## src/rtl/mem_arbiter.sv

```systemverilog
// Arbiter giving the CPU fetch port and load/store port shared access to one single-port memory.
// Build macro ARB_DATA_PRI_EN: the data port always wins simultaneous requests (default: round-robin).
module mem_arbiter #(
  parameter int MEM_LATENCY = 1,
  parameter int CNT_W       = 4
) (
  input  logic        clk,
  input  logic        rst,
  input  logic        i_req,
  input  logic [31:0] i_addr,
  output logic        i_ack,
  output logic [31:0] i_rdata,
  input  logic        d_req,
  input  logic [3:0]  d_we,
  input  logic [31:0] d_addr,
  input  logic [31:0] d_wdata,
  output logic        d_ack,
  output logic [31:0] d_rdata,
  output logic [31:0] mem_addr,
  output logic [3:0]  mem_we,
  output logic [31:0] mem_din,
  input  logic [31:0] mem_dout,
  output logic        busy,
  output logic [1:0]  dbg_state
);

  // Handshake: a port raises req with address/data stable and holds it until its ack.
  // ack is a one-cycle pulse in RESP; req must be low by the edge that ends RESP,
  // otherwise the following IDLE cycle sees it as a fresh request.
  typedef enum logic [1:0] {
    IDLE   = 2'd0,
    ACCESS = 2'd1,
    RESP   = 2'd2
  } state_t;

  localparam logic [CNT_W-1:0] CNT_LOAD = CNT_W'(MEM_LATENCY);
  localparam logic [CNT_W-1:0] CNT_ONE  = CNT_W'(1);

  state_t           state_q, state_d;
  logic             last_d_q, last_d_d;
  logic             cur_d_q, cur_d_d;
  logic             is_wr_q, is_wr_d;
  logic [CNT_W-1:0] cnt_q, cnt_d;
  logic [31:0]      mem_addr_q, mem_addr_d;
  logic [3:0]       mem_we_q, mem_we_d;
  logic [31:0]      mem_din_q, mem_din_d;
  logic [31:0]      i_rdata_q, i_rdata_d;
  logic [31:0]      d_rdata_q, d_rdata_d;
  logic             i_ack_q, i_ack_d;
  logic             d_ack_q, d_ack_d;
  logic             busy_q, busy_d;
  logic             grant_d_sel;

  always_comb begin
`ifdef ARB_DATA_PRI_EN
    grant_d_sel = d_req;
`else
    // On a conflict the port that did not win last time gets the memory.
    grant_d_sel = d_req & (~i_req | ~last_d_q);
`endif
  end

  always_comb begin
    state_d    = state_q;
    last_d_d   = last_d_q;
    cur_d_d    = cur_d_q;
    is_wr_d    = is_wr_q;
    cnt_d      = cnt_q;
    mem_addr_d = mem_addr_q;
    mem_we_d   = 4'h0;
    mem_din_d  = mem_din_q;
    i_rdata_d  = i_rdata_q;
    d_rdata_d  = d_rdata_q;
    i_ack_d    = 1'b0;
    d_ack_d    = 1'b0;
    case (state_q)
      IDLE: begin
        if (i_req | d_req) begin
          state_d  = ACCESS;
          cur_d_d  = grant_d_sel;
          last_d_d = grant_d_sel;
          cnt_d    = CNT_LOAD;
          if (grant_d_sel) begin
            mem_addr_d = d_addr;
            mem_we_d   = d_we;
            mem_din_d  = d_wdata;
            is_wr_d    = |d_we;
          end else begin
            mem_addr_d = i_addr;
            is_wr_d    = 1'b0;
          end
        end
      end
      ACCESS: begin
        // mem_we defaults to zero here, so a store strobes only in its first ACCESS cycle.
        cnt_d = cnt_q - CNT_ONE;
        if (cnt_q == CNT_ONE) begin
          state_d = RESP;
          if (!is_wr_q) begin
            if (cur_d_q) d_rdata_d = mem_dout;
            else         i_rdata_d = mem_dout;
          end
          if (cur_d_q) d_ack_d = 1'b1;
          else         i_ack_d = 1'b1;
        end
      end
      RESP: begin
        state_d = IDLE;
      end
      default: begin
        state_d = IDLE;
      end
    endcase
  end

  assign busy_d = (state_d != IDLE);

  always_ff @(posedge clk) begin
    if (rst) begin
      state_q    <= IDLE;
      last_d_q   <= 1'b1;
      cur_d_q    <= 1'b0;
      is_wr_q    <= 1'b0;
      cnt_q      <= '0;
      mem_addr_q <= 32'h0;
      mem_we_q   <= 4'h0;
      mem_din_q  <= 32'h0;
      i_rdata_q  <= 32'h0;
      d_rdata_q  <= 32'h0;
      i_ack_q    <= 1'b0;
      d_ack_q    <= 1'b0;
      busy_q     <= 1'b0;
    end else begin
      state_q    <= state_d;
      last_d_q   <= last_d_d;
      cur_d_q    <= cur_d_d;
      is_wr_q    <= is_wr_d;
      cnt_q      <= cnt_d;
      mem_addr_q <= mem_addr_d;
      mem_we_q   <= mem_we_d;
      mem_din_q  <= mem_din_d;
      i_rdata_q  <= i_rdata_d;
      d_rdata_q  <= d_rdata_d;
      i_ack_q    <= i_ack_d;
      d_ack_q    <= d_ack_d;
      busy_q     <= busy_d;
    end
  end

  assign i_ack     = i_ack_q;
  assign d_ack     = d_ack_q;
  assign i_rdata   = i_rdata_q;
  assign d_rdata   = d_rdata_q;
  assign mem_addr  = mem_addr_q;
  assign mem_we    = mem_we_q;
  assign mem_din   = mem_din_q;
  assign busy      = busy_q;
  assign dbg_state = state_q;

  a_single_ack: assert property (@(posedge clk) disable iff (rst) !(i_ack_q && d_ack_q));
  a_we_first_only: assert property (@(posedge clk) disable iff (rst)
    (state_q != ACCESS) |-> (mem_we_q == 4'h0));
  a_no_fetch_write: assert property (@(posedge clk) disable iff (rst)
    (state_q == ACCESS && !cur_d_q) |-> (mem_we_q == 4'h0));

endmodule

```

## config.mk

```make
export PLATFORM = sky130hd
export DESIGN_NAME = mem_arbiter
export DESIGN_NICKNAME = d
export VERILOG_FILES = /design/src/rtl/mem_arbiter.sv
export SDC_FILE = /design/constraint.sdc
export NUM_CORES = 1
export LEC_CHECK = 0
export CAP_MARGIN = 30
export CORE_UTILIZATION = 37
export DETAILED_ROUTE_END_ITERATION = 6
export PLACE_DENSITY_LB_ADDON = 0.1
export SLEW_MARGIN = 10
export SYNTH_ARGS = -nofsm -noshare
export SYNTH_HDL_FRONTEND = slang
export SYNTH_SLANG_ARGS = --single-unit
```

## constraint.sdc

```tcl
create_clock -name clk -period 2 [get_ports clk]
set_input_delay 0.2 -clock clk [delete_from_list [all_inputs] [get_ports clk]]
set_output_delay 0.2 -clock clk [all_outputs]
set_load 0.005 [all_outputs]
```

==> results.py <==
metrics = {
    "sta": {
        "final.setup_skew_ns": 0.00555,
        "final-setup-viol-count": 0,
        "setup_total_negative_slack_ns": 0,
        "max-slew-margin-rel_pct": 62.5,
        "post-route-min-period_ns": 1.94,
        "achievable-frequency_ghz": 0.515,
        "finalMaxSlewViolations": 0,
        "hold_viol": 0,
        "rsz0062_at_grt": "no",
        "fin_crit_sh_pct": 97.0,
        "worstMarginPinSlew_ns": 0.563,
    },
    "pwr": {
        "peak_vdd_ir_mv": 0.721,
        "clockPowerShare_pct": 42.0,
        "pwr-share-seq_pct": 40.5,
        "power.switching_fraction_pct": 23.2,
        "power.internal_mw": 6.07,
        "pd_cells_nw_per_um2": 857,
        "share_comb_of_total_power_pct": 17.5,
        "power_total_mw": 7.90,
        "netSwitchingPower_mw": 1.83,
        "power.leakage_nw": 3.59,
    },
    "synthesis": {
        "avgSynthCellArea_um2": 10.1,
        "synth-compound-area-share_pct": 14.7,
        "ys.warnings.count": 0,
        "synth_xor_area_share_pct": 0,
        "yosys.cell_types.count": 35,
        "post_synth_inst_count": 563,
        "synth_simple_gate_area_share_pct": 18.1,
        "postSynthRegisterBits": 144,
        "post_synth_fa_ha_maj_area_fraction_pct": 0.441,
        "synth_top_family_by_area": "simple AND/OR/NAND/NOR gates",
        "synth.yosys.seq_area_share_pct": 50.8,
        "ys.flop_type": "sky130_fd_sc_hd__dfxtp_1",
        "synthMuxAreaShare_pct": 11.3,
        "syn_area_um2": 5670,
        "synth_edf_count": 0,
        "synth.top_cells.by_area": "sky130_fd_sc_hd__dfxtp_1 51%, sky130_fd_sc_hd__mux2i_1 11%, sky130_fd_sc_hd__nand2b_1 11%, sky130_fd_sc_hd__a22o_1 5.1%, sky130_fd_sc_hd__a311oi_1 4.9%",
        "post_synthesis_net_count": 701,
        "synth_largest_type_area_fraction_pct": 50.8,
        "synthTopCellsByCount": "144 x sky130_fd_sc_hd__dfxtp_1, 97 x sky130_fd_sc_hd__nand2b_1, 67 x sky130_fd_sc_hd__nand2_1",
        "post-synth-top-area-cell": "sky130_fd_sc_hd__dfxtp_1",
        "postSynth.asyncResetShare_pct": 0,
        "yosys.cell_count.top_type": "sky130_fd_sc_hd__dfxtp_1",
    },
    "die": {
        "floorplan.die.height_um": 126,
        "fp.dieArea_um2": 15800,
        "die_width_um": 126,
        "design.portCount": 273,
        "num_rows": 44,
        "coreArea_um2": 14800,
        "floorplan.initialDensity_pct": 38.4,
    },
    "critical_path": {
        "worst_setup_path_end_kind": "register",
        "critical_path_peak_fanout": 32,
        "path_cells": "inv_1, ha_1, or3b_4, or4_4, buf_12, mux2i_1",
        "cpPeakStageDelay_ns": 0.50,
        "setup.worst_path.class": "reg -> reg",
        "cp.buffers_inverters": 2,
        "critical_path_s_top_delay_family": "simple AND/OR/NAND/NOR gates",
        "arrival_time_of_the_worst_setup_path_ns": 2.23,
        "worst_ep_required_time_ns": 2.29,
        "critical_path.slowest_cell": "sky130_fd_sc_hd__or4_4",
        "startpoint_type": "register",
    },
    "cells_and_area": {
        "antenna_cells_inserted": 0,
        "layout-drive-gt1-share_pct": 7.07,
        "final-instance-count-excl-fill": 1019,
        "design_area_um2": 9220,
        "areaGrowthSynthToFinish_pct": 62.5,
        "num-nets-final": 960,
    },
    "global_routing": {
        "number_of_global_route_vias_before_repair": 5142,
        "wire_length_of_the_first_global_routing_pass_um": 25800,
        "groute.usage.overall_pct": 20.6,
        "grt_overflow": 0,
        "number_of_antenna_violations_at_the_first_check_in_global_routing": 0,
        "grt_start_max_net_pins": 70,
    },
    "clock_tree": {
        "hold_buffers": 0,
        "cts_made_buffers": 17,
        "cts_max_level": 4,
        "clockRootBuffer": "sky130_fd_sc_hd__clkbuf_16",
        "cts_tree": "built",
        "clk-insertion-delay-late_ns": 0.41,
        "clock_path_buffers": 2,
        "clk_transition_reported_paths_ns": 0.06,
        "postCtsSetupBuffers": 0,
        "number_of_sinks_on_the_clock_net": 144,
    },
    "drt": {
        "vias_per_cell": 5.03,
        "detailedRoute.firstPassIterationCount": 4,
        "routed_wirelength_um": 16200,
        "final_antenna_net_count": 0,
        "number_of_drc_violations_after_detailed_routing_iteration_0": 220,
        "via_count": 5123,
        "drc": 0,
        "routed_length_per_instance_um": 15.9,
    },
    "placed_design": {
        "gp_congestion": 0.768,
        "port_buffers": 272,
        "placed_cell_area_um2": 8580,
        "hpwlAfterDp_um": 11600,
        "dp_cells": 987,
    },
    "run_status": {
        "run_status": "finished, final reports clean",
    },
    "run": {
        "max_cap_viols": 0,
    },
    "min_path": {
        "min-delay-path-class": "in -> reg",
    },
}
[through the flow]
step                      setup WS [ns]  hold slack (ns)  utilization [%]
after detailed placement         0.0495            0.455             58.1
after global routing            0.00336            0.355             62.5
after global placement           0.0923            0.454             58.1
after CTS                        0.0403            0.342             62.4
after floorplan                  0.0377            0.322                -
final                            0.0591            0.356             62.5
[layout by cell type (no fill, tap or decap), types with 2 or more instances in the layout]
cell type,count
sky130_fd_sc_hd__clkdlybuf4s50_1,271
sky130_fd_sc_hd__dfxtp_1,144
sky130_fd_sc_hd__nand2b_1,97
sky130_fd_sc_hd__nand2_1,67
sky130_fd_sc_hd__mux2i_1,64
sky130_fd_sc_hd__a21oi_1,37
sky130_fd_sc_hd__a22o_1,33
sky130_fd_sc_hd__a311oi_1,32
sky130_fd_sc_hd__clkbuf_16,17
sky130_fd_sc_hd__buf_4,13
sky130_fd_sc_hd__clkbuf_8,6
sky130_fd_sc_hd__buf_12,5
sky130_fd_sc_hd__and2_1,4
sky130_fd_sc_hd__clkinvlp_4,4
sky130_fd_sc_hd__inv_1,3
sky130_fd_sc_hd__o211ai_1,3
sky130_fd_sc_hd__bufinv_16,3
sky130_fd_sc_hd__nor2_2,2
sky130_fd_sc_hd__nand3b_1,2
sky130_fd_sc_hd__a31oi_1,2
sky130_fd_sc_hd__or3_1,2
sky130_fd_sc_hd__nor4_1,2
sky130_fd_sc_hd__ha_1,2
[cells by family after synthesis]
kind of cell | count (synthesis)
AO/OA/AOI/OAI | 113
adder cells (fa/ha/maj) | 2
buffers and inverters | 52
flip-flops | 144
multiplexers | 64
AND/OR/NAND/NOR | 188
[power groups by stage]
stage	logic, mW	registers [mW]	clock network [mW]
2_1_floorplan	0.557	3.26	0
3_3_place_gp	1.36	3.25	0
3_5_place_dp	1.38	3.25	0
4_1_cts	1.39	3.20	3.40
5_1_grt	1.49	3.22	3.53
6_report	1.38	3.20	3.32
[registers in the layout, summed over array words and instances (netlist names)]
register / cells
busy: 1
cnt_q: 4
cur_d_q: 1
d_ack: 1
d_rdata: 32
dbg_state: 2
i_ack: 1
i_rdata: 32
is_wr_q: 1
last_d_q: 1
mem_addr: 32
mem_din: 32
mem_we: 4
[per-layer routing]
metal | GRT usage (%) | wire length [µm] | up-vias
met5 | 0 | 0 | -
met2 | 34.4 | 7770 | 192
met4 | 8.36 | 414 | 0
met1 | 23.9 | 6890 | 2410
li1 | - | - | 2487
met3 | 7.31 | 1170 | 34
[final cells by class]
cell class / instances / area, µm²
fillers: 1224 / 5540
repair buffers: 289 / 2910
flip-flops and latches: 144 / 2880
multi-input cells: 367 / 2540
clock buffers: 24 / 512
well taps: 184 / 230
clock inverters: 8 / 125
inverters: 3 / 11.3
[worst min-delay path, delay by kind of cell]
kind | cells | cell delay (ns)
AO/OA/AOI/OAI | 1 | 0.07
buffers and inverters | 1 | 0.39
AND/OR/NAND/NOR | 1 | 0.05
[final timing paths]
| check | slack, ns | from | to | cells past startpoint |
|---|---|---|---|---|
| max | 0.06 | cnt_q[1] | d_rdata[26] | 6 |
| min | 0.36 | i_addr[18] | mem_addr[18] | 3 |
| max reg2reg | 0.06 | cnt_q[1] | d_rdata[26] | 6 |
| min reg2reg | 0.47 | i_rdata[17] | i_rdata[17] | 2 |
[repair_timing]
item	in CTS	in global routing
resized for setup	0	1
hold endpoints to repair	0	0
setup endpoints to repair	0	32
Power figures use the tool's default switching activity.
